$ cat src/rtl/conv_pkg.sv
// ---------------------------------------------------------------------------
// conv_pkg
// Shared definitions for the conv_layer_param convolution block:
//   - conv_state_t : controller state encoding
//   - CONV_N_DEF / CONV_M_DEF / CONV_T_DEF : default vector length, taps, width
//   - conv_sat     : clamps a wide signed accumulator to a t-bit signed range
// No ports (package).
// ---------------------------------------------------------------------------
package conv_pkg;

  localparam int CONV_N_DEF = 8;
  localparam int CONV_M_DEF = 4;
  localparam int CONV_T_DEF = 8;

  typedef enum logic [1:0] {
    ST_FLOAD = 2'd0,
    ST_FILL  = 2'd1,
    ST_MAC   = 2'd2,
    ST_OUT   = 2'd3
  } conv_state_t;

  // Input is wide enough for any legal accumulator (2*16 + 4 bits); the
  // result is returned in 16 bits and the caller keeps the low t bits.
  function automatic logic signed [15:0] conv_sat(input logic signed [47:0] v,
                                                  input int t);
    logic signed [47:0] hi;
    logic signed [47:0] lo;
    hi = (48'sd1 <<< (t - 1)) - 48'sd1;
    lo = -(48'sd1 <<< (t - 1));
    if (v > hi) begin
      conv_sat = hi[15:0];
    end else if (v < lo) begin
      conv_sat = lo[15:0];
    end else begin
      conv_sat = v[15:0];
    end
  endfunction

endpackage

$ cat src/rtl/conv_layer_param_if.sv
// ---------------------------------------------------------------------------
// conv_layer_param_if
// Bundles the three valid/ready streams of conv_layer_param.
//   s_* : input samples      (source -> block)
//   f_* : filter coefficients (source -> block)
//   m_* : results            (block -> sink)
// Handshake: a word moves on a rising clock edge where valid and ready are
// both 1. A source holds data stable while valid is 1 and ready is 0; the
// block holds m_data_out/m_valid stable until the transfer.
// Modports: slave = the convolution block, master = the environment.
// ---------------------------------------------------------------------------
interface conv_layer_param_if #(parameter int T = 8);
  logic signed [T-1:0] s_data_in;
  logic                s_valid;
  logic                s_ready;
  logic signed [T-1:0] f_data_in;
  logic                f_valid;
  logic                f_ready;
  logic signed [T-1:0] m_data_out;
  logic                m_valid;
  logic                m_ready;

  modport slave (
    input  s_data_in, s_valid, f_data_in, f_valid, m_ready,
    output s_ready, f_ready, m_data_out, m_valid
  );

  modport master (
    output s_data_in, s_valid, f_data_in, f_valid, m_ready,
    input  s_ready, f_ready, m_data_out, m_valid
  );
endinterface

$ cat src/rtl/conv_param_mem.sv
// ---------------------------------------------------------------------------
// conv_param_mem
// Single-write-port memory with a registered (1-cycle) read port.
// Ports:
//   clk      : clock
//   we_i     : write enable
//   waddr_i  : write address
//   wdata_i  : write data
//   raddr_i  : read address, sampled on the rising edge
//   rdata_o  : read data, valid the cycle after raddr_i is presented
// ---------------------------------------------------------------------------
module conv_param_mem #(
  parameter int DEPTH = 8,
  parameter int W     = 8,
  parameter int AW    = (DEPTH > 1) ? $clog2(DEPTH) : 1
) (
  input  logic          clk,
  input  logic          we_i,
  input  logic [AW-1:0] waddr_i,
  input  logic [W-1:0]  wdata_i,
  input  logic [AW-1:0] raddr_i,
  output logic [W-1:0]  rdata_o
);

  logic [W-1:0] mem [DEPTH];
  logic [W-1:0] rdata_q;

  always_ff @(posedge clk) begin
    if (we_i) begin
      mem[waddr_i] <= wdata_i;
    end
    rdata_q <= mem[raddr_i];
  end

  assign rdata_o = rdata_q;

endmodule

$ cat src/rtl/conv_layer_param.sv
// ---------------------------------------------------------------------------
// conv_layer_param
// 1-D valid convolution: loads M coefficients, then N samples, then emits
// y[i] = sat(sum_j x[i+j]*f[j]) for i = 0..N-M, one tap per cycle.
// Ports:
//   clk     : clock
//   reset   : asynchronous active-low reset
//   bus     : conv_layer_param_if.slave (s_*, f_*, m_* streams)
//   state_o : current controller state, for observation
// Optional feature: define CONV_LAYER_RELU_EN to replace negative saturated
// results by 0 before they are registered onto m_data_out.
// ---------------------------------------------------------------------------
module conv_layer_param
  import conv_pkg::*;
#(
  parameter int N = CONV_N_DEF,
  parameter int M = CONV_M_DEF,
  parameter int T = CONV_T_DEF
) (
  input  logic                 clk,
  input  logic                 reset,
  conv_layer_param_if.slave    bus,
  output conv_state_t          state_o
);

  localparam int SAW = (N > 1) ? $clog2(N) : 1;
  localparam int FAW = $clog2(M);
  localparam int KW  = $clog2(M + 2);
  localparam int AW  = 2 * T + $clog2(M);

  conv_state_t         state_q, state_d;
  logic                run_q;
  logic [FAW-1:0]      f_cnt_q, f_cnt_d;
  logic [SAW-1:0]      s_cnt_q, s_cnt_d;
  logic [SAW-1:0]      i_q, i_d;
  logic [KW-1:0]       k_q, k_d;
  logic signed [AW-1:0] acc_q, acc_d;
  logic signed [T-1:0] out_q, out_d;

  logic                f_xfer, s_xfer, m_xfer;
  logic [SAW-1:0]      x_raddr;
  logic [FAW-1:0]      f_raddr, f_waddr;
  logic [T-1:0]        x_rdata, f_rdata;
  logic signed [2*T-1:0] prod;
  logic signed [15:0]  sat_full;
  logic signed [T-1:0] sat_t;

  // run_q delays f_ready by one edge after reset release, so the block only
  // starts accepting once reset deassertion has been seen synchronously.
  assign bus.f_ready = run_q && ((state_q == ST_FLOAD) ||
                                 (state_q == ST_FILL && s_cnt_q == '0));
  // With no samples yet, a pending coefficient takes priority over a sample.
  assign bus.s_ready = (state_q == ST_FILL) && !(s_cnt_q == '0 && bus.f_valid);
  assign bus.m_valid    = (state_q == ST_OUT);
  assign bus.m_data_out = out_q;
  assign state_o        = state_q;

  assign f_xfer = bus.f_valid && bus.f_ready;
  assign s_xfer = bus.s_valid && bus.s_ready;
  assign m_xfer = bus.m_valid && bus.m_ready;

  // A coefficient accepted in ST_FILL restarts the load at f[0].
  assign f_waddr = (state_q == ST_FLOAD) ? f_cnt_q : '0;
  // Tap k of output i is read during MAC cycle k; data arrives at cycle k+1.
  assign x_raddr = SAW'(32'(i_q) + 32'(k_q));
  assign f_raddr = FAW'(k_q);

  conv_param_mem #(.DEPTH(N), .W(T), .AW(SAW)) u_x_mem (
    .clk    (clk),
    .we_i   (s_xfer),
    .waddr_i(s_cnt_q),
    .wdata_i(bus.s_data_in),
    .raddr_i(x_raddr),
    .rdata_o(x_rdata)
  );

  conv_param_mem #(.DEPTH(M), .W(T), .AW(FAW)) u_f_mem (
    .clk    (clk),
    .we_i   (f_xfer),
    .waddr_i(f_waddr),
    .wdata_i(bus.f_data_in),
    .raddr_i(f_raddr),
    .rdata_o(f_rdata)
  );

  assign prod     = $signed(x_rdata) * $signed(f_rdata);
  assign sat_full = conv_sat(48'(acc_q), T);
  assign sat_t    = sat_full[T-1:0];

  // MAC cycle k = 0..M+1: k=0 issues the first read, k=1..M accumulate
  // taps 0..M-1, k=M+1 registers the result, giving M+2 cycles per output.
  always_comb begin
    state_d = state_q;
    f_cnt_d = f_cnt_q;
    s_cnt_d = s_cnt_q;
    i_d     = i_q;
    k_d     = k_q;
    acc_d   = acc_q;
    out_d   = out_q;
    case (state_q)
      ST_FLOAD: begin
        if (f_xfer) begin
          if (f_cnt_q == FAW'(M - 1)) begin
            f_cnt_d = '0;
            s_cnt_d = '0;
            state_d = ST_FILL;
          end else begin
            f_cnt_d = f_cnt_q + FAW'(1);
          end
        end
      end
      ST_FILL: begin
        if (f_xfer) begin
          f_cnt_d = FAW'(1);
          state_d = ST_FLOAD;
        end else if (s_xfer) begin
          if (s_cnt_q == SAW'(N - 1)) begin
            s_cnt_d = '0;
            i_d     = '0;
            k_d     = '0;
            state_d = ST_MAC;
          end else begin
            s_cnt_d = s_cnt_q + SAW'(1);
          end
        end
      end
      ST_MAC: begin
        k_d = k_q + KW'(1);
        if (k_q == KW'(1)) begin
          acc_d = AW'(prod);
        end else if (k_q > KW'(1) && k_q <= KW'(M)) begin
          acc_d = acc_q + AW'(prod);
        end
        if (k_q == KW'(M + 1)) begin
          out_d = sat_t;
`ifdef CONV_LAYER_RELU_EN
          if (sat_t < 0) begin
            out_d = '0;
          end
`endif
          k_d     = '0;
          state_d = ST_OUT;
        end
      end
      ST_OUT: begin
        if (m_xfer) begin
          if (i_q == SAW'(N - M)) begin
            i_d     = '0;
            s_cnt_d = '0;
            state_d = ST_FILL;
          end else begin
            i_d     = i_q + SAW'(1);
            k_d     = '0;
            state_d = ST_MAC;
          end
        end
      end
      default: state_d = ST_FLOAD;
    endcase
  end

  always_ff @(posedge clk or negedge reset) begin
    if (!reset) begin
      state_q <= ST_FLOAD;
      run_q   <= 1'b0;
      f_cnt_q <= '0;
      s_cnt_q <= '0;
      i_q     <= '0;
      k_q     <= '0;
      acc_q   <= '0;
      out_q   <= '0;
    end else begin
      state_q <= state_d;
      run_q   <= 1'b1;
      f_cnt_q <= f_cnt_d;
      s_cnt_q <= s_cnt_d;
      i_q     <= i_d;
      k_q     <= k_d;
      acc_q   <= acc_d;
      out_q   <= out_d;
    end
  end

endmodule

$ cat src/flat_wrapper.sv
// flat-port wrapper written by rule: the top's interface ports become plain ports
module conv_layer_param_flat import conv_pkg::*;
#(
  parameter int N = CONV_N_DEF,
  parameter int M = CONV_M_DEF,
  parameter int T = CONV_T_DEF
)
  (clk, reset, state_o, bus_s_data_in, bus_s_valid, bus_f_data_in, bus_f_valid, bus_m_ready, bus_s_ready, bus_f_ready, bus_m_data_out, bus_m_valid);
  conv_layer_param_if #(.T(T)) bus_i ();
  input  logic clk;
  input  logic reset;
  output conv_state_t state_o;
  input wire logic [$bits(bus_i.s_data_in)-1:0] bus_s_data_in;
  input wire logic [$bits(bus_i.s_valid)-1:0] bus_s_valid;
  input wire logic [$bits(bus_i.f_data_in)-1:0] bus_f_data_in;
  input wire logic [$bits(bus_i.f_valid)-1:0] bus_f_valid;
  input wire logic [$bits(bus_i.m_ready)-1:0] bus_m_ready;
  output wire logic [$bits(bus_i.s_ready)-1:0] bus_s_ready;
  output wire logic [$bits(bus_i.f_ready)-1:0] bus_f_ready;
  output wire logic [$bits(bus_i.m_data_out)-1:0] bus_m_data_out;
  output wire logic [$bits(bus_i.m_valid)-1:0] bus_m_valid;
  assign bus_i.s_data_in = bus_s_data_in;
  assign bus_i.s_valid = bus_s_valid;
  assign bus_i.f_data_in = bus_f_data_in;
  assign bus_i.f_valid = bus_f_valid;
  assign bus_i.m_ready = bus_m_ready;
  assign bus_s_ready = bus_i.s_ready;
  assign bus_f_ready = bus_i.f_ready;
  assign bus_m_data_out = bus_i.m_data_out;
  assign bus_m_valid = bus_i.m_valid;
  conv_layer_param #(.N(N), .M(M), .T(T)) u_core (.clk(clk), .reset(reset), .bus(bus_i), .state_o(state_o));
endmodule
$ cat config.mk
export PLATFORM = sky130hd
export DESIGN_NAME = conv_layer_param_flat
export DESIGN_NICKNAME = d
export VERILOG_FILES = /design/src/rtl/conv_pkg.sv /design/src/rtl/conv_layer_param_if.sv /design/src/rtl/conv_param_mem.sv /design/src/rtl/conv_layer_param.sv /design/src/flat_wrapper.sv
export SDC_FILE = /design/constraint.sdc
export NUM_CORES = 1
export LEC_CHECK = 0
export BUFFER_PORTS_ARGS = -buffer_cell sky130_fd_sc_hd__buf_2
export CAP_MARGIN = 20
export CORE_MARGIN = 1
export CORE_UTILIZATION = 50
export CTS_CLUSTER_SIZE = 10
export DETAILED_ROUTE_END_ITERATION = 7
export GPL_TIMING_DRIVEN = 0
export MAX_ROUTING_LAYER = met4
export PLACE_DENSITY_LB_ADDON = 0.05
export SLEW_MARGIN = 10
export SYNTH_ARGS = -nofsm -noshare
export SYNTH_HDL_FRONTEND = slang
export SYNTH_SLANG_ARGS = --single-unit
$ cat constraint.sdc
create_clock -name clk -period 6.7 [get_ports clk]
set_input_delay 1.005 -clock clk [delete_from_list [all_inputs] [get_ports clk]]
set_output_delay 1.005 -clock clk [all_outputs]
set_load 0.05 [all_outputs]
==> flow_metrics.env <==
export IMPL_cts_setup_buffers=0
export IMPL_synth_area_leaders="edfxtp_1, fa_1, dfrtp_1"
export IMPL_yosysMostFrequentCell="inv_1"
export IMPL_worstMarginPinSlew_ps=946
export IMPL_dieArea_sq_mm=0.0195
export IMPL_path_buf_inv=4
export IMPL_path_class="reg2reg"
export IMPL_grt_first_pass_wirelength_microns=30700
export IMPL_ys_seq_area_share_pct=44.3
export IMPL_syn_area_sq_mm=0.00949
export IMPL_wire_per_inst_microns=16.4
export IMPL_avgSynthCellArea_sq_um=11.7
export IMPL_max_freq_ghz=0.161
export IMPL_reg2reg_setup_slack_ps=470
export IMPL_cts_resized=0
export IMPL_cap_violations=0
export IMPL_hp_class="reg2reg"
export IMPL_overflow=0
export IMPL_ios=34
export IMPL_drive_above_1_share_pct=13.5
export IMPL_final_max_slew_violation_count=0
export IMPL_ys_seq_elements=152
export IMPL_dp_slack_ps=468
export IMPL_fin_hold_ws_ps=479
export IMPL_final_period_utilization_pct=93.0
export IMPL_reg2reg_from="u_core.u_f_mem.rdata_o[3]$_DFF_P_"
export IMPL_core_sq_mm=0.0186
export IMPL_grt_max_degree=41
export IMPL_htree_levels=4
export IMPL_ys_async_sr_fraction_pct=26.3
export IMPL_area_delta_synth_final_pct=11.3
export IMPL_hp_start="u_core.bus.m_data_out[4]$_DFFE_PN0P_"
export IMPL_yosys_area_top_type="edfxtp_1"
export IMPL_fin_skew_ps=10.2
export IMPL_hpwl_microns=14300
export IMPL_register_area_sq_mm=0.00420
export IMPL_antenna_found_initial=2
export IMPL_drc_errors=0
export IMPL_synth_yosys_warnings=0
export IMPL_clock_path_buffers=2
export IMPL_setup_viol=0
export IMPL_ff2ff_path_depth=22
export IMPL_endpoint_kind="register"
export IMPL_drt_iter0_drc=244
export IMPL_worstSetupEndpoint="u_core.acc_q[16]$_DFFE_PN0P_"
export IMPL_synthFlopType="edfxtp_1"
export IMPL_cp_top_family="adder cells"
export IMPL_portBuffers=33
export IMPL_worstPathMaxFanout=8
export IMPL_required_ps=7020
export IMPL_clkTransAtPathRegs_ps=70
export IMPL_ctsHoldBuffers=0
export IMPL_viasPerCell=5.42
export IMPL_syn_num_nets=949
export IMPL_worstPathArrival_ps=6550
export IMPL_cp_slowest_cell="fa_1"
export IMPL_cp_start_kind="register"
export IMPL_multi_input_area_sq_mm=0.00480
export IMPL_slew_headroom_pct=36.9
export IMPL_setup_slack_ps=472
export IMPL_drt_wl_total_microns=18400
export IMPL_gp_congestion=0.864
export IMPL_finalCriticalPeriod_ps=6230
export IMPL_insertion_delay_ps=430
export IMPL_cts_tree="done"
export IMPL_reg2reg_to="u_core.acc_q[16]$_DFFE_PN0P_"
export IMPL_path_depth=22
export IMPL_cts_root_buf="clkbuf_16"
export IMPL_fin_tns_setup_ps=0
export IMPL_initial_core_util_pct=50.9
export IMPL_die_h_microns=140
export IMPL_syn_instance_count=813
export IMPL_outcome="finished, final reports clean"
export IMPL_critical_path_cell_chain="and2_1 > fa_1 > inv_1 > fa_1 > inv_1 > fa_1 > inv_1 > fa_1 > inv_1 > ha_1 > a21o_1 > a21oi_1 > o21ai_0 > xor2_1 > ha_1 > a21o_1 > a21o_1 > a211oi_1 > nand2_1 > o21ai_0 > mux2i_1 > nand2_1"
export IMPL_synth_edf_count=96
export IMPL_hold_viol_final=0
export IMPL_ys_types=57
export IMPL_ant_nets=0
export IMPL_cp_slowest_stage_delay_ps=650
export IMPL_vias=6062
export IMPL_yosys_top_cells_count="inv_1, edfxtp_1, nand2_1"
export IMPL_fin_nets=1006
export IMPL_grt_pass1_vias=6227
export IMPL_cts_sinks=152
export IMPL_numCtsBuffers=17
export IMPL_fillers=1554
export IMPL_grt_setup_unrepaired="no"
export IMPL_firstDrtPassIters=4
export IMPL_synth_top_area_share_pct=30.4
export IMPL_num_rows=50
export IMPL_gr_usage_all_layers_pct=20.8
export IMPL_die_w_microns=140
export IMPL_crit_start="u_core.u_f_mem.rdata_o[3]$_DFF_P_"
## worst min path at each step
stage	end	slack [ps]	depth (start not counted)
2_1_floorplan	u_core.acc_q[0]$_DFFE_PN0P_	480	2
3_3_place_gp	u_core.bus.m_data_out[0]$_DFFE_PN0P_	460	2
3_5_place_dp	u_core.bus.m_data_out[4]$_DFFE_PN0P_	470	2
4_1_cts	u_core.bus.m_data_out[2]$_DFFE_PN0P_	480	2
5_1_grt	u_core.bus.m_data_out[4]$_DFFE_PN0P_	520	2
6_report	u_core.bus.m_data_out[4]$_DFFE_PN0P_	480	2
## cells in the final DEF, fill, tap and decap left out, types with 4 or more instances in the layout
master     synthesis  final
edfxtp_1          96     96
o21a_1             9      9
o31ai_1            5      5
a21o_1            12     12
a211oi_1           6      6
nand2_1           65     65
inv_6              0      5
nor2_1            37     37
clkbuf_1           9      9
and2_1            46     46
xnor2_1           18     18
nand2b_1           7      7
mux2_2            10     10
dfxtp_1           16     16
buf_2              6     43
a21oi_1           26     26
inv_1            108    108
mux2i_1           10     10
nand3_1           14     14
o2111ai_1          4      4
fa_1              57     57
mux4_2            24     24
nor3_1            15     15
nand4_1            5      5
o21ai_0           43     43
dfrtp_1           40     40
clkbuf_16          0     17
ha_1              58     58
xor2_1            10     10
inv_8              0      5
a22oi_1            6      6
o211ai_1           6      6
## metrics by stage
step | std cells | utilization (%) | instance area [sq um]
2_1_floorplan | 813 | - | 9490
3_3_place_gp | 1080 | 53.3 | 9940
3_5_place_dp | 1085 | 53.5 | 9980
4_1_cts | 1117 | 56.6 | 10600
5_1_grt | 1119 | 56.6 | 10600
6_report | 1119 | 56.6 | 10600
## worst reg2reg max path, stage by stage (launching register included)
cell      delay [ps]
dfxtp_1          390
and2_1           240
fa_1             650
inv_1            140
fa_1             550
inv_1             60
fa_1             530
inv_1             50
fa_1             530
inv_1             50
ha_1             360
a21o_1           180
a21oi_1          200
o21ai_0          140
xor2_1           300
ha_1             370
a21o_1           220
a21o_1           180
a211oi_1         300
nand2_1           80
o21ai_0          310
mux2i_1          230
nand2_1           60
## layer usage
| layer | part of all wire, % | wire (microns) | global-route usage, % | vias up |
|---|---|---|---|---|
| met5 | 0 | 0 | - | - |
| met4 | 1.6 | 295 | 6.65 | 0 |
| met3 | 3.0 | 553 | 4.16 | 23 |
| met2 | 51 | 9460 | 35.8 | 94 |
| met1 | 44 | 8090 | 24.4 | 2992 |
| li1 | - | - | - | 2953 |
## sequential cells by signal, summed over array words and instances, names as in the netlist
signal,count
u_core.acc_q,18
u_core.bus.m_data_out,8
u_core.f_cnt_q,2
u_core.i_q,3
u_core.k_q,3
u_core.run_q,1
u_core.s_cnt_q,3
u_core.state_o,2
u_core.u_f_mem.mem,32
u_core.u_f_mem.rdata_o,8
u_core.u_x_mem.mem,64
u_core.u_x_mem.rdata_o,8
## area by class of cell
cell class | instances | share of cell area [%]
multi-input combinational | 534 | 45.5
sequential | 152 | 39.8
clock buffer | 17 | 4.03
inverter | 108 | 3.84
tap | 234 | 2.77
timing repair buffer | 38 | 1.82
clock inverter | 15 | 1.45
buffer | 19 | 0.782
antenna | 2 | 0.0474
## cells by family (layout without fill, tap and decap cells)
logic type / Yosys count / in the layout / share of synthesized area [%]
AO/OA/AOI/OAI: 136 / 136 / 9.30
XOR/XNOR: 29 / 29 / 2.76
adder cells (fa/ha/maj): 115 / 115 / 19.7
buffers and inverters: 127 / 197 / 5.14
flip-flops: 152 / 152 / 44.3
multiplexers: 44 / 44 / 7.94
other: 1 / 3 / 0.0395
AND/OR/NAND/NOR: 209 / 209 / 10.8
Power is not shown: default switching activity piles up to over one toggle a cycle in this logic, so the estimate is an artifact.
